[config.mk]
export PLATFORM = sky130hd
export DESIGN_NAME = dma_copy
export DESIGN_NICKNAME = d
export VERILOG_FILES = /design/src/rtl/dma_copy.sv
export SDC_FILE = /design/constraint.sdc
export NUM_CORES = 1
export LEC_CHECK = 0
export ABC_CLOCK_PERIOD_IN_PS = 6700
export CAP_MARGIN = 20
export CORE_MARGIN = 2
export CORE_UTILIZATION = 46
export DETAILED_ROUTE_END_ITERATION = 6
export GPL_TIMING_DRIVEN = 1
export PLACE_DENSITY = 0.79
export SETUP_SLACK_MARGIN = 0.2
export SKIP_CTS_REPAIR_TIMING = 1
export SYNTH_ARGS = -nofsm -noshare
export SYNTH_HDL_FRONTEND = slang
export SYNTH_SLANG_ARGS = --single-unit
[constraint.sdc]
create_clock -name clk -period 6.7 [get_ports clk]
set_clock_uncertainty 0.15 [all_clocks]
set_input_delay 1.34 -clock clk [delete_from_list [all_inputs] [get_ports clk]]
set_output_delay 1.34 -clock clk [all_outputs]
set_load 0.02 [all_outputs]
[src/rtl/dma_copy.sv]
// dma_copy: word-granular copy engine that shares the data-cache request port
// with the CPU through a request/grant arbiter. It moves word_count 32-bit
// words from src_addr to dst_addr one read/write pair at a time, following the
// responder's clk_stall handshake (rise, then fall) for every access.
// Build option: define DMA_FILL_EN to add fill_mode/fill_value (memory fill,
// no reads, source address ignored).
module dma_copy #(
    parameter int unsigned CNT_W     = 16,
    parameter logic [3:0]  WORD_MASK = 4'b0111
) (
    input  logic             clk,
    input  logic             rst_n,
    input  logic             start,
    input  logic [31:0]      src_addr,
    input  logic [31:0]      dst_addr,
    input  logic [CNT_W-1:0] word_count,
`ifdef DMA_FILL_EN
    input  logic             fill_mode,
    input  logic [31:0]      fill_value,
`endif
    output logic             busy,
    output logic             done,
    output logic             err,
    output logic             bus_req,
    input  logic             bus_gnt,
    output logic [31:0]      mem_addr,
    output logic [31:0]      mem_write_data,
    output logic             mem_memread,
    output logic             mem_memwrite,
    output logic [3:0]       mem_sign_mask,
    input  logic [31:0]      mem_read_data,
    input  logic             mem_clk_stall
);

    typedef enum logic [2:0] {
        StIdle,
        StRdIssue,
        StRdWaitHi,
        StRdWaitLo,
        StWrIssue,
        StWrWaitHi,
        StWrWaitLo,
        StFinish
    } state_e;

    state_e           state_q;
    logic [31:0]      src_q;
    logic [31:0]      dst_q;
    logic [CNT_W-1:0] cnt_q;
    logic [31:0]      data_q;
    logic             fill_q;
    logic             bad_q;
    logic             busy_q;
    logic             done_q;
    logic             err_q;

    logic [1:0]       rst_sync_q;
    logic             rst_int_n;

    logic             start_fill;
    logic             start_bad;
    logic [31:0]      start_data;
    logic             rd_stb;
    logic             wr_stb;

    // Reset asserts asynchronously, releases two clocks after rst_n rises.
    always_ff @(posedge clk or negedge rst_n) begin
        if (!rst_n) begin
            rst_sync_q <= 2'b00;
        end else begin
            rst_sync_q <= {rst_sync_q[0], 1'b1};
        end
    end

    assign rst_int_n = rst_sync_q[1];

    // Decode the request presented with start (fill selection, alignment).
    always_comb begin
`ifdef DMA_FILL_EN
        start_fill = fill_mode;
        start_data = fill_value;
`else
        start_fill = 1'b0;
        start_data = 32'h0;
`endif
        // A fill never reads, so its source address is not checked.
        start_bad = (dst_addr[1:0] != 2'b00) || (!start_fill && (src_addr[1:0] != 2'b00));
    end

    // Transfer FSM with its datapath registers and registered status outputs.
    always_ff @(posedge clk or negedge rst_int_n) begin
        if (!rst_int_n) begin
            state_q <= StIdle;
            src_q   <= 32'h0;
            dst_q   <= 32'h0;
            cnt_q   <= '0;
            data_q  <= 32'h0;
            fill_q  <= 1'b0;
            bad_q   <= 1'b0;
            busy_q  <= 1'b0;
            done_q  <= 1'b0;
            err_q   <= 1'b0;
        end else begin
            done_q <= 1'b0;
            unique case (state_q)
                StIdle: begin
                    if (start) begin
                        src_q  <= src_addr;
                        dst_q  <= dst_addr;
                        cnt_q  <= word_count;
                        data_q <= start_data;
                        fill_q <= start_fill;
                        err_q  <= 1'b0;
                        busy_q <= 1'b1;
                        bad_q  <= start_bad;
                        if (start_bad || (word_count == '0)) begin
                            state_q <= StFinish;
                        end else if (start_fill) begin
                            state_q <= StWrIssue;
                        end else begin
                            state_q <= StRdIssue;
                        end
                    end
                end
                StRdIssue: begin
                    if (bus_gnt) state_q <= StRdWaitHi;
                end
                StRdWaitHi: begin
                    if (mem_clk_stall) state_q <= StRdWaitLo;
                end
                StRdWaitLo: begin
                    if (!mem_clk_stall) begin
                        data_q  <= mem_read_data;
                        src_q   <= src_q + 32'd4;
                        state_q <= StWrIssue;
                    end
                end
                StWrIssue: begin
                    if (bus_gnt) state_q <= StWrWaitHi;
                end
                StWrWaitHi: begin
                    if (mem_clk_stall) state_q <= StWrWaitLo;
                end
                StWrWaitLo: begin
                    if (!mem_clk_stall) begin
                        dst_q <= dst_q + 32'd4;
                        cnt_q <= cnt_q - 1'b1;
                        if (cnt_q == CNT_W'(1)) begin
                            state_q <= StFinish;
                        end else if (fill_q) begin
                            state_q <= StWrIssue;
                        end else begin
                            state_q <= StRdIssue;
                        end
                    end
                end
                StFinish: begin
                    done_q  <= 1'b1;
                    err_q   <= bad_q;
                    busy_q  <= 1'b0;
                    state_q <= StIdle;
                end
                default: state_q <= StIdle;
            endcase
        end
    end

    // Bus outputs: strobes only in a granted ISSUE cycle, so each is one cycle wide.
    always_comb begin
        rd_stb         = (state_q == StRdIssue) && bus_gnt;
        wr_stb         = (state_q == StWrIssue) && bus_gnt;
        bus_req        = (state_q != StIdle) && (state_q != StFinish);
        mem_memread    = rd_stb;
        mem_memwrite   = wr_stb;
        mem_sign_mask  = (rd_stb || wr_stb) ? WORD_MASK : 4'b0000;
        mem_write_data = wr_stb ? data_q : 32'h0;
        if (rd_stb) begin
            mem_addr = src_q;
        end else if (wr_stb) begin
            mem_addr = dst_q;
        end else begin
            mem_addr = 32'h0;
        end
        busy = busy_q;
        done = done_q;
        err  = err_q;
    end

endmodule

==> impl_results.md, run 1 <==
- Die Ht: 131.1 um
- Mapped cell area: 7427 sq um
- Setup Viol. Count Final: 0
- Clock latency on the worst-skew pair: 0.42 ns
- H-tree level count: 4
- Sequential area share after synthesis: 0.4077
- R2R depth: 6
- # rows: 46
- Fin. max-slew vios: 0
- CTS max path bufs: 2
- Total GRT Usage: 0.2716
- Hold Fails Final Rpt: 0
- Dpl cell area: 9444 sq um
- First-pass GRT wire length: 36,290 um
- Worst reg2reg endpoint: src_q[10]$_DFFE_PN0P_
- Worst-path clk slew: 0.05 ns
- Unique masters post-synth: 71
- Dominant synthesized flop cell: dfrtp_1
- WP data arrival: 3.55 ns
- Area growth from synthesis to layout: 34.77%
- Die W: 131.1 um
- DR vias: 7,652
- Fraction of registers with async set/reset: 1.000
- DP Wirelength: 16,150 um
- RSZ-0062 raised after global routing: no
- Core area: 15,830 sq um
- Post-route cell area: 10,010 sq um
- P_leak: 3.937 nW
- Crit share post-route: 0.7516
- Routed WL: 23,240 um
- RePlAce Congestion: 0.8933
- Die area: 17,180 sq um
- Antenna cells: 0
- Mean post-synth cell area: 8.171 sq um
- Outcome: complete, no violations
- Vias per Instance: 5.973
- CP endpoint: mem_addr[29]
- Max-slew headroom: 0.3015
- Layout cells sized above 1: 0.06385
- Ys Warns: 0
- Worst R2R Start: state_q[2]$_DFFE_PN0P_
- Worst VDD drop: 0.2374 mV
- Reg2Reg Setup Slack: 3.76 ns
- I/O Pins: 191
- Vias in the first global route: 6,953
- DR pass1 iterations: 5
- CTS Sinks: 121
- Post-DRT Antenna Nets: 0
- CTS Root Cell: clkbuf_16
- Number of synthesized register bits: 121
- Power per cell area: 406.8 nW/um^2
- Starting Density: 0.4692
- DRC viols: 0
- Min Clock Period, post-route: 5.036 ns
- Setup crit start: bus_gnt
- WL/cell: 18.14 um
- Nets: 1,175
- Synthesized net count: 1,030
- Initial DRC count: 882
- Hold Crit Class: register to register
- Initial antenna violation count: 0
- Port Buffers: 189
- Cells after synthesis: 909
- Worst EP required: 5.21 ns
- FMAX: 198.6 MHz
- Setup crit start kind: input port
- Largest net degree at the start of global routing: 72
- Critical path capture point type: primary output
- Largest fanout on the critical path: 31
- Final global-route overflow total: 0
- Inserted Clock Buffers: 17
- Fin Setup TNS: 0 ns
- CTS tree: built
- Max-cap violations: 0
- Actual slew at the worst max-slew pin: 1.048 ns
- Post-synth EDFFs: 0
- CP Class: input port to primary output
[worst max-delay path, stage by stage]
cell and delay [ns]:
clkdlybuf4s50_1 0.56, nor4bb_4 0.41, buf_4 0.40, a22o_1 0.20
clkdlybuf4s50_1 0.63
[Yosys cell counts, types with 16 or more instances]
cell type    n  area share
o21ai_0     74       0.050
and2_1      41       0.035
nand2_1    144       0.073
a22o_1      32       0.038
o22a_1      16       0.019
and3_1      16       0.013
nand3_1     30       0.020
nor3_1      22       0.015
a21oi_1     65       0.044
clkbuf_1    56       0.028
nor2_1      73       0.037
dfrtp_1    121        0.41
nand4_1     18       0.015
[cell families (layout without fill, tap and decap cells)]
kind of cell,count (synthesis),after routing,share of synthesized area
adders and majority gates,4,4,0.006739
other,2,2,0.001011
buffers and inverters,85,241,0.04616
muxes,8,8,0.01095
AOI/OAI and AO/OA,275,275,0.2411
xor gates and xnor gates,3,3,0.003538
and+or+nand+nor,411,411,0.2829
DFF,121,121,0.4077
[state kept, by name (all words and copies together) (netlist names)]
signal,count
dst_q,32
busy,1
src_q,32
done,1
bad_q,1
err,1
cnt_q,16
state_q,3
rst_sync_q,2
data_q,32
[worst min-delay path by stage]
| stage | start | to | slack [ns] | depth (start not counted) |
|---|---|---|---|---|
| 6_report | rst_sync_q[0]$_DFF_PN0_ | rst_sync_q[1]$_DFF_PN0_ | 0.20 | 0 |
| 3_3_place_gp | rst_sync_q[0]$_DFF_PN0_ | rst_sync_q[1]$_DFF_PN0_ | 0.19 | 0 |
| 3_5_place_dp | rst_sync_q[0]$_DFF_PN0_ | rst_sync_q[1]$_DFF_PN0_ | 0.19 | 0 |
| 5_1_grt | rst_sync_q[0]$_DFF_PN0_ | rst_sync_q[1]$_DFF_PN0_ | 0.20 | 0 |
| 4_1_cts | rst_sync_q[0]$_DFF_PN0_ | rst_sync_q[1]$_DFF_PN0_ | 0.20 | 0 |
| 2_1_floorplan | rst_sync_q[0]$_DFF_PN0_ | rst_sync_q[1]$_DFF_PN0_ | 0.18 | 0 |
[per-layer routing]
layer  part of all wire  global-route usage  vias to the layer above  wire length, um
li1                   -                   -                     3637                -
met2               0.48              0.4261                      310            11150
met3              0.062             0.04545                       39             1452
met5                  0                   0                        -                0
met4              0.020             0.09449                        0              467
met1               0.44              0.3822                     3666            10170
[layout make-up]
type	count	area (sq um)
clock inverters	9	77.57
fillers	1369	5818
multi-input cells	703	4115
repair buffers	203	2024
inverters	8	30.03
clock buffers	21	460.4
well taps	216	270.3
flip-flops and latches	121	3032
[cells in the final DEF, fill, tap and decap left out, types with 18 or more instances in the layout]
cell type / synthesis / final
nor2_1: 73 / 70
nand3_1: 30 / 30
o21ai_0: 74 / 73
clkdlybuf4s50_1: 0 / 189
a21oi_1: 65 / 65
and2_1: 41 / 41
a22o_1: 32 / 32
nor3_1: 22 / 21
nand2_1: 144 / 144
nand4_1: 18 / 18
dfrtp_1: 121 / 120
[per-stage QoR]
step	setup WS [ns]	util	total power [mW]	hold slack [ns]	cells
4_1_cts	1.675	0.6307	4.052	0.2008	1280
5_1_grt	1.564	0.6324	4.352	0.2047	1281
2_1_floorplan	2.682	-	2.577	0.1812	909
3_3_place_gp	1.737	0.5957	3.127	0.1868	1249
6_report	1.664	0.6324	4.072	0.1965	1281
3_5_place_dp	1.679	0.5967	3.193	0.1881	1250
[where the power goes]
| group | internal (mW) | leakage, nW | switching, mW |
|---|---|---|---|
| Clock | 0.521 | 0.260 | 0.326 |
| Combinational | 0.739 | 2.22 | 0.903 |
| Sequential | 1.08 | 1.46 | 0.500 |
No activity file was read; power rests on OpenSTA's default activity.
==> run 2, diff against run 1 <==
ABC_CLOCK_PERIOD_IN_PS = 5230   (was 6700)
clock period = 5.23 ns   (was 6.7 ns; I/O delays follow)
==> run 2 against run 1 <==
  * Critical path type unchanged
  * Cell area is 1.0% higher
  * Count of clock-buffer cells in the layout is 2 lower
  * Power is 31% higher
==> impl_results.md, run 2 (synthesis gave the netlist of run 1 again) <==
- Critical path capture point type: primary output
- # rows: 46 (unchanged)
- CTS Root Cell: clkbuf_16
- Fin. max-slew vios: 0 (unchanged)
- WL/cell: 17.81 um (-1.8%)
- Max Used Layer: met4
- Total power: 5.339 mW (+31%)
- CTS Sinks: 121 (unchanged)
- Power per cell area: 528.1 nW/um^2 (+30%)
- CP Class: input port to primary output
- Initial DRC count: 860 (-2.5%)
- RSZ-0062 raised after global routing: no
- Outcome: complete, no violations
- Metal3 WL: 1370 um (-5.6%)
- Worst-path clk slew: 0.06 ns (about the same)
- Crit share post-route: 0.8468
- Max-slew headroom: 0.2925 (-0.009037)
- P_leak: 3.980 nW (+1.1%)
- Hold Fails Final Rpt: 0 (unchanged)
- Layout cells sized above 1: 0.06748 (+0.003629)
- DR vias: 7,581 (-0.93%)
- Final global-route overflow total: 0 (unchanged)
- Fill cells: 1,349 (-1.5%)
- Inserted Clock Buffers: 17 (unchanged)
- R2R depth: 5 (-1)
- Setup crit start kind: input port
- RePlAce Congestion: 0.8895 (-0.43%)
- CP endpoint: mem_addr[30]
- Worst reg2reg endpoint: dst_q[26]$_DFFE_PN0P_
- DR pass1 iterations: 7 (+2)
- Area growth from synthesis to layout: 36.12%
- Actual slew at the worst max-slew pin: 1.061 ns (+0.01355 ns)
- Post-DRT Antenna Nets: 0 (unchanged)
- Routed WL: 22,860 um (-1.7%)
- Util after Layout: 0.6387 (+0.006324)
- FMAX: 225.8 MHz
- Clock latency on the worst-skew pair: 0.42 ns (about the same)
- First-pass GRT wire length: 35,610 um (-1.9%)
- I/O Pins: 191 (unchanged)
- Hold Crit Class: register to asynchronous set/reset pin
- Vias per Instance: 5.909 (-1.1%)
- Commonest non-fill, non-tap cell in the layout: clkdlybuf4s50_1
- Port Buffers: 189 (unchanged)
- Non-Filler Instances: 1,283 (+0.16%)
- Antenna cells: 0 (unchanged)
- Reg2Reg Setup Slack: 2.22 ns (-1.54 ns)
- Die Ht: 131.1 um (unchanged)
- DP Wirelength: 15,860 um (-1.8%)
- Nets: 1,175 (unchanged)
- Worst R2R Start: state_q[2]$_DFFE_PN0P_
- Most frequent cells in the layout: clkdlybuf4s50_1 (189), nand2_1 (144), dfrtp_1 (120), o21ai_0 (73), nor2_1 (70)
- Die W: 131.1 um (unchanged)
- H-tree level count: 4 (unchanged)
- Placed Cells: 1,249 (-0.080%)
- Worst EP required: 4.03 ns (-1.18 ns)
- Total GRT Usage: 0.2646 (-0.006975)
- WP data arrival: 3.23 ns (-0.32 ns)
- WL met1: 10,360 um (+1.8%)
- Worst VDD drop: 0.3107 mV (+31%)
- DRC viols: 0 (unchanged)
- Min Clock Period, post-route: 4.429 ns
- Largest fanout on the critical path: 31 (unchanged)
- Setup Viol. Count Final: 0 (unchanged)
- Fin Setup TNS: 0 ns (unchanged)
- Largest net degree at the start of global routing: 81 (+13%)
- CTS max path bufs: 2 (unchanged)
- Setup crit start: bus_gnt
- CTS tree: built
- Max-cap violations: 0 (unchanged)
- Vias in the first global route: 6,719 (-3.4%)
- Die area: 17,180 sq um (unchanged)
- Core area: 15,830 sq um (unchanged)
- Initial antenna violation count: 0 (unchanged)
- Starting Density: 0.4692 (unchanged)
- Largest registers: data_q: 32 flops, dst_q: 32 flops, src_q: 32 flops
- Routed met2 length: 10,730 um (-3.7%)
-- run 2: critical path, cell delays in order --
cell	delay (ns)
clkdlybuf4s50_1	0.55
nor4bb_4	0.40
buf_4	0.40
a22o_1	0.21
clkdlybuf4s50_1	0.62
-- run 2: metrics by stage --
step / hold slack, ns / worst slack [ns] / area (sq um)
2_1_floorplan: 0.1812 / 1.459 / 7427
3_3_place_gp: 0.1833 / 0.8521 / 9442
3_5_place_dp: 0.1858 / 0.8099 / 9442
4_1_cts: 0.1990 / 0.8070 / 10060
5_1_grt: 0.03057 / 0.7398 / 10110
6_report: 0.01697 / 0.8010 / 10110
-- run 2: power by group --
group / switching, mW / total (mW) / internal [mW]
sequential: 0.625 / 2.01 / 1.39
combinational: 1.16 / 2.10 / 0.941
clock: 0.445 / 1.22 / 0.778
-- run 2: area by class of cell --
type / instances / area, sq um / share of cell area
multi-input cells: 703 / 4115 / 0.4071
well taps: 216 / 270.3 / 0.02673
repair buffers: 203 / 2042 / 0.2020
clock inverters: 13 / 167.7 / 0.01658
flip-flops and latches: 121 / 3032 / 0.2999
inverters: 8 / 30.03 / 0.002970
clock buffers: 19 / 452.9 / 0.04480
-- run 2: per-layer routing --
metal | up-vias | global-route usage
li1 | 3623 | -
met1 | 3617 | 0.3854
met2 | 305 | 0.4078
met3 | 36 | 0.04627
met4 | 0 | 0.07322
met5 | - | 0
-- run 2: worst min path at each step --
stage / from / end / slack, ns / cells past startpoint
after floorplan: rst_sync_q[0]$_DFF_PN0_ / rst_sync_q[1]$_DFF_PN0_ / 0.18 / 0
after global placement: rst_sync_q[0]$_DFF_PN0_ / rst_sync_q[1]$_DFF_PN0_ / 0.18 / 0
after detailed placement: rst_sync_q[0]$_DFF_PN0_ / rst_sync_q[1]$_DFF_PN0_ / 0.19 / 0
after CTS: rst_sync_q[0]$_DFF_PN0_ / rst_sync_q[1]$_DFF_PN0_ / 0.20 / 0
after global routing: rst_sync_q[1]$_DFF_PN0_ / data_q[5]$_DFFE_PN0P_ / 0.03 / 0
final: rst_sync_q[1]$_DFF_PN0_ / data_q[11]$_DFFE_PN0P_ / 0.02 / 0
==> run 3, diff against run 2 <==
ABC_CLOCK_PERIOD_IN_PS = 4400   (was 5230)
clock period = 4.4 ns   (was 5.23 ns; I/O delays follow)
==> run 3 against run 2 <==
  * Setup slack worse by 0.40 ns
  * Critical path type unchanged
  * Global-route usage is 0.30 points higher
  * Die area stayed put
  * Clock power is 32% higher
  * Sequential power is 19% higher
==> impl_results.md, run 3 (synthesis gave the netlist of run 1 again) <==
- Outcome: complete, no violations
- Post-route cell area: 10,180 sq um (+0.66%)
- Largest fanout on the critical path: 31 (unchanged)
- Total GRT Usage: 0.2676 (+0.002951)
- Power per cell area: 639.4 nW/um^2 (+21%)
- Hold Fails Final Rpt: 0 (unchanged)
- WL/cell: 17.77 um (-0.27%)
- Grt met3 use: 0.04667 (+0.0004058)
- Crit path max-delay family: buffers and inverters
- CTS Sinks: 121 (unchanged)
- Top cell by count, worst path: clkdlybuf4s50_1
- Routed WL: 22,880 um (+0.12%)
- Vias in the first global route: 6,898 (+2.7%)
- CTS tree: built
- Largest stage delay, worst path: 0.61 ns (about the same)
- Critical-path cell list: clkdlybuf4s50_1, nor4bb_4, buf_12, a22o_1, clkdlybuf4s50_1
- Antenna cells: 0 (unchanged)
- Worst-path clk slew: 0.05 ns (about the same)
- Hold Crit Start: rst_sync_q[0]$_DFF_PN0_
- Gate power share: 0.383 (-0.011)
- Fill cells: 1,330 (-1.4%)
- Switch Pwr: 2.628 mW (+18%)
- Clock latency on the worst-skew pair: 0.42 ns (about the same)
- Max-slew headroom: 0.3090 (+0.01654)
- Max-cap violations: 0 (unchanged)
- WP data arrival: 2.97 ns (-0.26 ns)
- Starting Density: 0.4692 (unchanged)
- Setup crit start kind: input port
- GR Util met2: 0.4182 (+0.01036)
- Actual slew at the worst max-slew pin: 1.036 ns (-0.02481 ns)
- RSZ-0062 raised after global routing: no
- H-tree level count: 4 (unchanged)
- Hold Crit Class: register to register
- Slowest-stage cell, CP: clkdlybuf4s50_1
- RePlAce Congestion: 0.8713 (-2.0%)
- DP Wirelength: 15,980 um (+0.75%)
- Commonest non-fill, non-tap cell in the layout: clkdlybuf4s50_1
- Final global-route overflow total: 0 (unchanged)
- Largest registers: data_q: 32 flops, dst_q: 32 flops, src_q: 32 flops
- Area growth from synthesis to layout: 37.01%
- Inserted Clock Buffers: 17 (unchanged)
- Layout cells sized above 1: 0.07090 (+0.003417)
- Port Buffers: 189 (unchanged)
- I/O Pins: 191 (unchanged)
- Most frequent cells in the layout: clkdlybuf4s50_1 (189), nand2_1 (144), dfrtp_1 (120), o21ai_0 (73), nor2_1 (70)
- Initial antenna violation count: 0 (unchanged)
- Fin. max-slew vios: 0 (unchanged)
- Core area: 15,830 sq um (unchanged)
- GRT Max-Usage Layer: met2
- Largest net degree at the start of global routing: 66 (-19%)
- Crit share post-route: 0.9083
- Fin Setup TNS: 0 ns (unchanged)
- CTS max path bufs: 2 (unchanged)
- FMAX: 250.2 MHz
- P_leak: 4.022 nW (+1.0%)
- DR pass1 iterations: 7 (unchanged)
- # rows: 46 (unchanged)
- Worst VDD drop: 0.2888 mV (-7.0%)
- Die W: 131.1 um (unchanged)
- CP bufs+invs: 3 (unchanged)
- DR vias: 7,558 (-0.30%)
- Initial DRC count: 749 (-13%)
- Switching Share: 0.4039 (-0.01387)
- M1 GR Usage: 0.3831 (-0.002344)
- DRC viols: 0 (unchanged)
- CTS Root Cell: clkbuf_16
- Setup crit start: bus_gnt
- Setup Viol. Count Final: 0 (unchanged)
- Dpl cell area: 9490 sq um (+0.52%)
- Die area: 17,180 sq um (unchanged)
- Internal Power: 3.878 mW (+25%)
- Sequential power share: 0.369 (-0.008)
- Worst EP required: 3.37 ns (-0.66 ns)
- Min Clock Period, post-route: 3.997 ns
- First-pass GRT wire length: 36,110 um (+1.4%)
- Vias per Instance: 5.868 (-0.69%)
- Clk pwr share: 0.248 (+0.019)
- Die Ht: 131.1 um (unchanged)
- Worst R2R Start: state_q[2]$_DFFE_PN0P_
- Post-DRT Antenna Nets: 0 (unchanged)
- Nets: 1,180 (+0.43%)
- Critical path capture point type: primary output
- Reg2Reg Setup Slack: 1.65 ns (-0.57 ns)
- CP Class: input port to primary output
==> run 3: cell count changes in the layout (fill, tap and decap cells not counted) <==
cell,change
clkinv_4,-3
clkbuf_8,+1
clkinv_2,+1
buf_4,+7
o21ai_2,-1
buf_12,-1
bufinv_16,+3
o21ai_1,+1
buf_16,-1
inv_6,-2
==> run 3: worst paths after layout <==
kind | endpoint | depth (start not counted)
setup / recovery | mem_addr[17] | 5
setup reg to reg | src_q[19]$_DFFE_PN0P_ | 7
hold / removal | rst_sync_q[1]$_DFF_PN0_ | 0
hold reg to reg | rst_sync_q[1]$_DFF_PN0_ | 0
max in group asynchronous | src_q[29]$_DFFE_PN0P_ | 1
min in group asynchronous | busy$_DFFE_PN0P_ | 0
==> run 3: per-stage QoR <==
step           setup slack (ns)  instances  utilization  power [mW]  hold WS [ns]
6_report                 0.4033       1288       0.6429       6.506        0.1958
5_1_grt                  0.2545       1288       0.6429       6.960        0.2071
2_1_floorplan            0.6294        909            -       3.924        0.1812
3_5_place_dp             0.4087       1256       0.5996       4.863        0.1865
4_1_cts                  0.3607       1288       0.6429       6.511        0.1993
3_3_place_gp             0.4558       1256       0.5996       4.782        0.1873
==> run 3: layout make-up <==
cell class	count	area, sq um	share of cell area
Clock inverter	12	219.0	0.02152
Multi-Input combinational cell	703	4111	0.4040
Clock buffer	20	466.7	0.04586
Timing Repair Buffer	208	2047	0.2012
Tap cell	216	270.3	0.02656
Sequential cell	121	3032	0.2979
Inverter	8	30.03	0.002951
==> run 3: layer usage <==
metal	routed length (um)	vias up
li1	-	3639
met3	1556	37
met2	10850	302
met5	0	-
met1	9992	3580
met4	484	0
==> run 3: power groups by stage <==
stage | logic, mW | registers (mW) | clock network [mW]
floorplan | 1.85 | 2.07 | 0
global placement | 2.40 | 2.38 | 0
detailed placement | 2.47 | 2.39 | 0
CTS | 2.49 | 2.38 | 1.64
global route | 2.79 | 2.49 | 1.68
finish | 2.49 | 2.40 | 1.61
